### config.mk
export PLATFORM = sky130hd
export DESIGN_NAME = sat_counter
export DESIGN_NICKNAME = d
export VERILOG_FILES = /design/src/rtl/sat_counter.sv
export SDC_FILE = /design/constraint.sdc
export NUM_CORES = 1
export LEC_CHECK = 0
export BUFFER_PORTS_ARGS = -buffer_cell sky130_fd_sc_hd__buf_4
export CAP_MARGIN = 20
export CORE_AREA = 10 10 47 49
export DETAILED_ROUTE_END_ITERATION = 10
export DIE_AREA = 0 0 57 59
export PLACE_DENSITY_LB_ADDON = 0.25
export SYNTH_ARGS = -nofsm -noshare
export SYNTH_HDL_FRONTEND = slang
export SYNTH_SLANG_ARGS = --single-unit
### constraint.sdc
create_clock -name clk -period 1.7 [get_ports clk]
set_input_delay 0.085 -clock clk [delete_from_list [all_inputs] [get_ports clk]]
set_output_delay 0.085 -clock clk [all_outputs]
set_load 0.005 [all_outputs]
### src/rtl/sat_counter.sv
// Event counter that sticks at all-ones instead of wrapping.
// Count is registered: an inc sampled at an edge is visible right after that edge.
module sat_counter #(
  parameter int WIDTH = 8
) (
  input  logic             clk,
  input  logic             rst,
  input  logic             inc,
  output logic [WIDTH-1:0] count
);

  logic [WIDTH-1:0] count_q;
  logic [WIDTH-1:0] count_d;

  always_comb begin
    count_d = count_q;
    if (inc && (count_q != '1)) begin
      count_d = count_q + WIDTH'(1);
    end
  end

  always_ff @(posedge clk) begin
    if (!rst) begin
      count_q <= '0;
    end else begin
      count_q <= count_d;
    end
  end

  assign count = count_q;

endmodule

==> results.sh <==
export IMPL_ys_ff_latch=8
export IMPL_yosysTopAreaCell="dfxtp_1"
export IMPL_rows=14
export IMPL_start_util=0.2884
export IMPL_synth_area_leaders="dfxtp_1 (40%), a21oi_1 (6.2%), nand2_1 (5.6%)"
export IMPL_largest_reg_flops=8
export IMPL_clk_pin_slew_ns=0.06
export IMPL_n_fill_cell=159
export IMPL_htreeDepth=1
export IMPL_slew_viol_final=0
export IMPL_tns_ns=0
export IMPL_synth_top_area_share=0.3963
export IMPL_p_leak_nw=0.2133
export IMPL_finalClockSkew_ns=0.005538
export IMPL_io_buffers=10
export IMPL_final_nets=65
export IMPL_power_density_nw_per_um2=729.3
export IMPL_worstPathRequired_ns=1.85
export IMPL_die_area_um2=3363
export IMPL_synthesis_area_um2=404.1
export IMPL_crit_arrival_ns=1.63
export IMPL_diodes=0
export IMPL_grt_antenna_before_repair=0
export IMPL_endpoint="count[6]"
export IMPL_wl_per_cell_um=12.87
export IMPL_routed_wl_um=965
export IMPL_fin_crit_sh=0.8714
export IMPL_clock_sinks=8
export IMPL_place_congestion=0.7245
export IMPL_rr_worst_depth=4
export IMPL_r2r_start="count[0]"
export IMPL_ys_seq_area_frac=0.3963
export IMPL_r2r_setup_slack_ns=0.22
export IMPL_cap_violations=0
export IMPL_ys_types=22
export IMPL_drt_iter0_drc=2
export IMPL_syn_to_final_growth_pct=27.86
export IMPL_die_h_um=59
export IMPL_worstSetupPathType="reg2reg"
export IMPL_grt_usage=0.06234
export IMPL_cts_hold_buffers=0
export IMPL_ios=11
export IMPL_rsz0062_at_grt="false"
export IMPL_clk_path_buf_depth=2
export IMPL_layout_cells_non_filler=75
export IMPL_hold_violations=0
export IMPL_dp_cells=72
export IMPL_synth_fp_nets=51
export IMPL_post_cts_buffers=0
export IMPL_final_common_cell="buf_4"
export IMPL_viasPerCell=5.427
export IMPL_cts_resized=0
export IMPL_critical_path_max_fanout=6
export IMPL_grt_pass1_vias=394
export IMPL_synth_cells=47
export IMPL_worst_skew_pair_late_latency_ns=0.26
export IMPL_remaining_drc_errors=0
export IMPL_grt_max_degree=9
export IMPL_avgSynthCellArea_um2=8.599
export IMPL_grt_overflow_total=0
export IMPL_fp_dieW_um=57
export IMPL_dr_pass1_iters=4
export IMPL_cts_inserted_buffers=3
export IMPL_final_cell_mix="buf_4 (10), dfxtp_1 (8), nand2_1 (6)"
export IMPL_fmax_ghz=0.6750
export IMPL_setup_viol_count_final=0
export IMPL_max_slew_margin_rel=0.8352
export IMPL_cts_tree="yes"
export IMPL_worst_pin_slew_ns=0.2468
export IMPL_cp_start_kind="flop"
export IMPL_drive_above_1_share=0.2542
export IMPL_root_buffer="clkbuf_4"
export IMPL_status="finished clean"
export IMPL_dpl_hpwl_um=723.7
export IMPL_hold_path_class="in2reg"
export IMPL_min_period_ns=1.481
export IMPL_ant_nets=0
export IMPL_vias=407
export IMPL_synth_warnings=0
export IMPL_crit_path_end_kind="flop"
export IMPL_reg2reg_to="count[6]"
export IMPL_ir_drop_mv=0.4267
export IMPL_fp_coreArea_um2=1401
export IMPL_critPathLaunch="count[0]"
export IMPL_grt_pass1_wl_mm=1.656
-- power by group --
part	switching, mW	leakage [nW]	internal [mW]
clock	0.0670	0.0138	0.0810
sequential	0.00632	0.0648	0.192
combinational	0.0142	0.135	0.0158
total	0.0876	0.213	0.289
-- kinds of logic after synthesis --
| group | count (synthesis) | share of synthesized area |
|---|---|---|
| AOI/OAI and AO/OA | 14 | 0.2322 |
| buffers and inverters | 3 | 0.03095 |
| DFF | 8 | 0.3963 |
| adders and majority gates | 1 | 0.03095 |
| muxes | 2 | 0.04954 |
| and+or+nand+nor | 19 | 0.2601 |
-- cells in the mapped netlist --
cell and n:
and3_1 2, nand4_1 2, a21oi_1 5, buf_2 1
a21boi_0 1, a21boi_2 1, nand2b_1 1, o21bai_1 2
or4_1 1, a31oi_1 1, dfxtp_1 8, inv_1 2
o21ai_0 1, nand2_1 6, a211oi_1 2, nor3_1 3
ha_1 1, and4_1 1, and4_2 1, a311oi_1 1
nand3_1 2, mux2i_1 2
-- worst min path at each step --
stage | end | cells after the start | slack, ns | startpoint
6_report | count[3] | 3 | 0.13 | rst
5_1_grt | count[6] | 2 | 0.13 | rst
4_1_cts | count[3] | 3 | 0.13 | rst
3_5_place_dp | count[6] | 2 | 0.40 | rst
3_3_place_gp | count[6] | 2 | 0.39 | rst
2_1_floorplan | count[3] | 2 | 0.23 | rst
-- per-layer routing --
layer,global-route usage,vias up,part of all wire
li1,-,208,-
met1,0.06325,179,0.44
met2,0.08682,18,0.39
met3,0.06223,2,0.15
met4,0.02013,0,0.016
met5,0,-,0
-- through the flow --
step	worst slack, ns	hold slack (ns)	total power, mW	area, um2	utilization
finish	0.2186	0.1297	0.3768	516.7	0.3688
global route	0.1220	0.1280	0.4048	516.7	0.3688
global placement	0.2652	0.3932	0.2329	494.2	0.3527
CTS	0.2240	0.1260	0.3837	516.7	0.3688
floorplan	0.3226	0.2294	0.2151	404.1	-
detailed placement	0.2364	0.3957	0.2334	494.2	0.3527
-- critical path, stage by stage (launching register included) --
cell,delay (ns)
dfxtp_1,0.41
ha_1,0.25
nand3_1,0.13
or4_1,0.40
and3_1,0.18
-- cell type report --
class                   count  area, um2  share of cell area
multi-input cells          36      231.5              0.4479
flip-flops and latches      8      160.2              0.3099
repair buffers             10      75.07              0.1453
clock buffers               3      22.52             0.04358
well taps                  16      20.02             0.03874
inverters                   2      7.507             0.01453
Power figures use the tool's default switching activity.
